## src/rtl/dest_track_pipe.sv

```systemverilog
// Destination tracker that rides beside the ID/EX, EX/MEM and MEM/WB registers.
// Publishes per-stage write info, a pending-write busy vector and stall/flush event counters.
module dest_track_pipe #(
    parameter int REG_AW = 4,
    parameter int CNT_W  = 16
) (
    input  logic                  clk,
    input  logic                  rst,
    input  logic [REG_AW-1:0]     idDest,
    input  logic                  idWbEn,
    input  logic                  idMemREn,
    input  logic                  idValid,
    input  logic                  hazard,
    input  logic                  flush,
    output logic [REG_AW-1:0]     destEx,
    output logic                  wbEnEx,
    output logic                  memREnEx,
    output logic [REG_AW-1:0]     destMem,
    output logic                  wbEnMem,
    output logic [REG_AW-1:0]     destWb,
    output logic                  wbEnWb,
    output logic [2**REG_AW-1:0]  busy,
    output logic [CNT_W-1:0]      stallCount,
    output logic [CNT_W-1:0]      flushCount
);
    localparam int              NREG    = 2**REG_AW;
    localparam logic [CNT_W-1:0] CNT_MAX = '1;
    localparam logic [CNT_W-1:0] CNT_ONE = {{(CNT_W-1){1'b0}}, 1'b1};

    typedef struct packed {
        logic              valid;
        logic [REG_AW-1:0] dest;
        logic              wbEn;
        logic              memREn;
    } slot_t;

    slot_t            r_ex, r_mem, r_wb, w_exNext;
    logic [CNT_W-1:0] r_stallCnt, r_flushCnt;
    logic [NREG-1:0]  w_busy;

    // A stall or a taken branch both turn the ID instruction into a bubble in EX.
    always_comb begin
        w_exNext = '0;
        if (!(flush || hazard)) begin
            w_exNext.valid  = idValid;
            w_exNext.dest   = idDest;
            w_exNext.wbEn   = idWbEn;
            w_exNext.memREn = idMemREn;
        end
    end

    always_ff @(posedge clk or posedge rst) begin
        if (rst) begin
            r_ex  <= '0;
            r_mem <= '0;
            r_wb  <= '0;
        end else begin
            r_wb  <= r_mem;
            r_mem <= r_ex;
            r_ex  <= w_exNext;
        end
    end

    // Flush wins over hazard, so a cycle with both counts only as a flush.
    always_ff @(posedge clk or posedge rst) begin
        if (rst) begin
            r_stallCnt <= '0;
            r_flushCnt <= '0;
        end else begin
            if (flush && r_flushCnt != CNT_MAX)
                r_flushCnt <= r_flushCnt + CNT_ONE;
            if (hazard && !flush && r_stallCnt != CNT_MAX)
                r_stallCnt <= r_stallCnt + CNT_ONE;
        end
    end

    always_comb begin
        w_busy = '0;
        for (int r = 0; r < NREG; r++) begin
            w_busy[r] = (r_ex.valid  && r_ex.wbEn  && r_ex.dest  == REG_AW'(r)) ||
                        (r_mem.valid && r_mem.wbEn && r_mem.dest == REG_AW'(r)) ||
                        (r_wb.valid  && r_wb.wbEn  && r_wb.dest  == REG_AW'(r));
        end
    end

    assign destEx     = r_ex.dest;
    assign wbEnEx     = r_ex.valid & r_ex.wbEn;
    assign memREnEx   = r_ex.valid & r_ex.memREn;
    assign destMem    = r_mem.dest;
    assign wbEnMem    = r_mem.valid & r_mem.wbEn;
    assign destWb     = r_wb.dest;
    assign wbEnWb     = r_wb.valid & r_wb.wbEn;
    assign busy       = w_busy;
    assign stallCount = r_stallCnt;
    assign flushCount = r_flushCnt;

endmodule

```

## config.mk

```make
export PLATFORM = sky130hd
export DESIGN_NAME = dest_track_pipe
export DESIGN_NICKNAME = d
export VERILOG_FILES = /design/src/rtl/dest_track_pipe.sv
export SDC_FILE = /design/constraint.sdc
export NUM_CORES = 1
export LEC_CHECK = 0
export CAP_MARGIN = 20
export CORE_ASPECT_RATIO = 1.1
export CORE_UTILIZATION = 48
export CTS_BUF_LIST = sky130_fd_sc_hd__clkbuf_16
export CTS_CLUSTER_DIAMETER = 30
export DETAILED_ROUTE_END_ITERATION = 8
export GPL_ROUTABILITY_DRIVEN = 0
export HOLD_SLACK_MARGIN = 0.15
export PLACE_DENSITY = 0.9
export SLEW_MARGIN = 20
export SYNTH_ARGS = -nofsm -noshare
export SYNTH_HDL_FRONTEND = slang
export SYNTH_SLANG_ARGS = --single-unit
export TNS_END_PERCENT = 10
```

## constraint.sdc

```tcl
create_clock -name clk -period 2.39 [get_ports clk]
set_clock_uncertainty 0.1 [all_clocks]
set_input_delay 0.717 -clock clk [delete_from_list [all_inputs] [get_ports clk]]
set_output_delay 0.717 -clock clk [all_outputs]
set_load 0.02 [all_outputs]
```

==> flow_summary.yaml <==
global_route:
  grt_antenna_before_repair: 0
  grt_overflow: 0
  first_global_vias: 2310
  grt.total_usage: 0.246
  grt_max_degree: 52
  grt_pass1_wl_um: 10900
timing:
  period_minus_slack_ns: 2.35
  holdWs_ns: 0.316
  maxSlewHeadroom: 0.562
  post-route-period-util: 0.982
  fmaxAchievable_mhz: 426
  setup_viol: 0
  setup_ws_ns: 0.0434
  slew_violations: 0
  worst_pin_slew_ns: 0.651
  hold_viol_final: 0
  fin_tns_setup_ns: 0
  rsz0062_at_grt: "true"
power:
  p_seq_frac: 0.432
  p_sw_frac: 0.317
  peakVddDrop_mv: 0.677
  p_switching_w: 0.000857
  p_leak_nw: 1.80
  clock_power_share: 0.300
  p_int_w: 0.00184
  power_frac_comb: 0.268
  powerDensity_nw_per_um2: 715
placement:
  hpwl_um: 4950
  dp_slack_ns: -0.155
  placed_cell_area_um2: 3630
  place.port_buffers: 74
die:
  die_area_um2: 5780
  ioPinCount: 75
  die_x_um: 72.6
  die_h_um: 79.6
  rows: 27
  initial_core_util: 0.512
  core_area_um2: 5130
cts:
  cts_sinks: 51
  cts_tree: "done"
  numCtsBuffers: 5
  post-cts-setup-buffers: 0
  clock_latency_ns: 0.29
  clockRootBuffer: "clkbuf_16"
  cts_buffer_depth: 2
  clkTransAtPathRegs_ns: 0.07
  cts_hold_buf: 0
  htreeDepth: 2
route:
  drc: 0
  drt_iter0_drc: 130
  vias: 2393
  post_drt_wl_per_cell_um: 15.2
  viasPerCell: 5.45
  totalWireLength_um: 6690
  ant_nets: 0
  first_pass_iters: 4
worst_hold_path:
  worstHoldPathType: "flop to flop"
yosys:
  ys.flop_type: "dfrtp_1"
  ys_ff_latch: 51
  ys_types: 37
  syn_area_um2: 2630
  syn_nets: 277
  ys_seq_area_frac: 0.485
  async_flop_share: 1.00
  yosys_warnings: 0
  synth.avg_cell_area_um2: 9.96
  synth.most_common_cell: "dfrtp_1"
  synth_area_leaders: "dfrtp_1 49%, xor2_1 6.3%, nand2_1 5.0%"
  synth_area_leader_cell: "dfrtp_1"
  synth_commonest_cells: "51 x dfrtp_1, 35 x nand2_1, 26 x nand3_1"
  synth_top_area_share: 0.485
  synth_edf_count: 0
  postSynthCellCount: 264
job:
  cap_violations: 0
worst_setup_path:
  cp.required_ns: 1.57
  critPathLaunchType: "flop"
  path_max_fanout: 5
  r2r_slack_ns: 0.43
  worstSetupPathType: "flop to output pin"
  cp.arrival_ns: 1.53
  end_kind: "output pin"
finish:
  drive_above_1_share: 0.234
  antenna_cells: 0
  area_delta_synth_final_pct: 43.7
  nNetsFinal: 379
  design_area_um2: 3780
run_status:
  outcome: "completed"
[repair_timing]
| item | in CTS | in global routing |
|---|---|---|
| gates resized for setup | 55 | 24 |
| pin swaps | 0 | 1 |
| endpoints found under the setup margin | 18 | 16 |
| endpoints found under the hold margin | 0 | 0 |
[metal layers]
metal | vias up | GRT usage | share of wire
met5 | - | 0 | 0
met3 | 10 | 0.0480 | 0.051
met1 | 1167 | 0.285 | 0.39
met4 | 0 | 0.112 | 0.013
met2 | 86 | 0.434 | 0.55
li1 | 1130 | - | -
[sequential cells by signal, indices dropped and copies added, names as in the netlist]
register / cells
r_ex: 3
stallCount: 16
r_wb: 2
destWb: 4
destEx: 4
destMem: 4
r_mem: 2
flushCount: 16
[area by class of cell]
class                   instances  area [um2]
clock buffers                   5         125
clock inverters                 3        46.3
fillers                       391        1360
inverters                       7        26.3
multi-input cells             194        1280
flip-flops and latches         51        1280
well taps                      72        90.1
repair buffers                107         928
[critical path, cell delays in order (launching register included)]
cell and delay [ns]:
dfrtp_1 0.42, nor3b_2 0.17, buf_4 0.15, a22oi_1 0.18, nand2_1 0.07, clkdlybuf4s15_2 0.25
[worst paths after layout]
path	from	to	cells after the start
worst max-delay path	destWb[0]	busy[9]	5
worst min-delay path	r_mem[1]	r_wb[1]	0
worst max register to register	stallCount[5]	stallCount[1]	4
worst min register to register	r_mem[1]	r_wb[1]	0
max in group asynchronous	rst	destEx[1]	3
min in group asynchronous	rst	flushCount[1]	3
[cells by family (layout without fill, tap and decap cells)]
group           after synthesis  count (layout)  synth area share
xor+xnor                     26              26            0.0866
simple gates                145             145             0.307
buf+inv                      19             122            0.0443
compound gates               18              18            0.0524
mux                           3               3            0.0143
fa+ha+maj                     2               2           0.00952
flops                        51              51             0.485
[power by group through the flow]
stage          Combinational [W]  Clock [W]  Sequential, W
2_1_floorplan           0.000249          0        0.00128
3_3_place_gp            0.000694          0        0.00117
3_5_place_dp            0.000726          0        0.00117
4_1_cts                 0.000731   0.000828        0.00116
5_1_grt                 0.000774   0.000865        0.00118
6_report                0.000724   0.000810        0.00117
[stage by stage]
stage / cells / util / power, W
after floorplan: 264 / - / 0.00153
after global placement: 431 / 0.707 / 0.00186
after detailed placement: 431 / 0.707 / 0.00190
after CTS: 439 / 0.744 / 0.00272
after global routing: 439 / 0.736 / 0.00282
final: 439 / 0.736 / 0.00270
[cell usage in the layout, fill, tap and decap left out, types with 2 or more instances in the layout]
cell type | netlist | layout
and2_1 | 8 | 8
nor3b_1 | 10 | 6
nor4_1 | 4 | 4
mux2_2 | 2 | 2
nor2_1 | 17 | 15
nor2b_2 | 0 | 2
xnor2_1 | 7 | 7
nand4_2 | 2 | 2
buf_4 | 12 | 32
nand3_1 | 26 | 26
or2_2 | 2 | 2
nor4b_2 | 2 | 2
and4_1 | 3 | 3
a21oi_1 | 2 | 2
nand2_1 | 35 | 32
nand3b_1 | 2 | 2
nor3b_2 | 0 | 4
clkbuf_16 | 0 | 5
dfrtp_2 | 0 | 2
nor2_2 | 1 | 3
a22oi_1 | 11 | 10
xor2_1 | 19 | 19
dfrtp_1 | 51 | 49
buf_2 | 0 | 14
nand4_1 | 6 | 6
nand2_2 | 0 | 3
nor2b_1 | 5 | 3
ha_1 | 2 | 2
inv_1 | 7 | 6
clkdlybuf4s50_1 | 0 | 56
nor3_1 | 15 | 14
(Power assumes the default switching activity.)
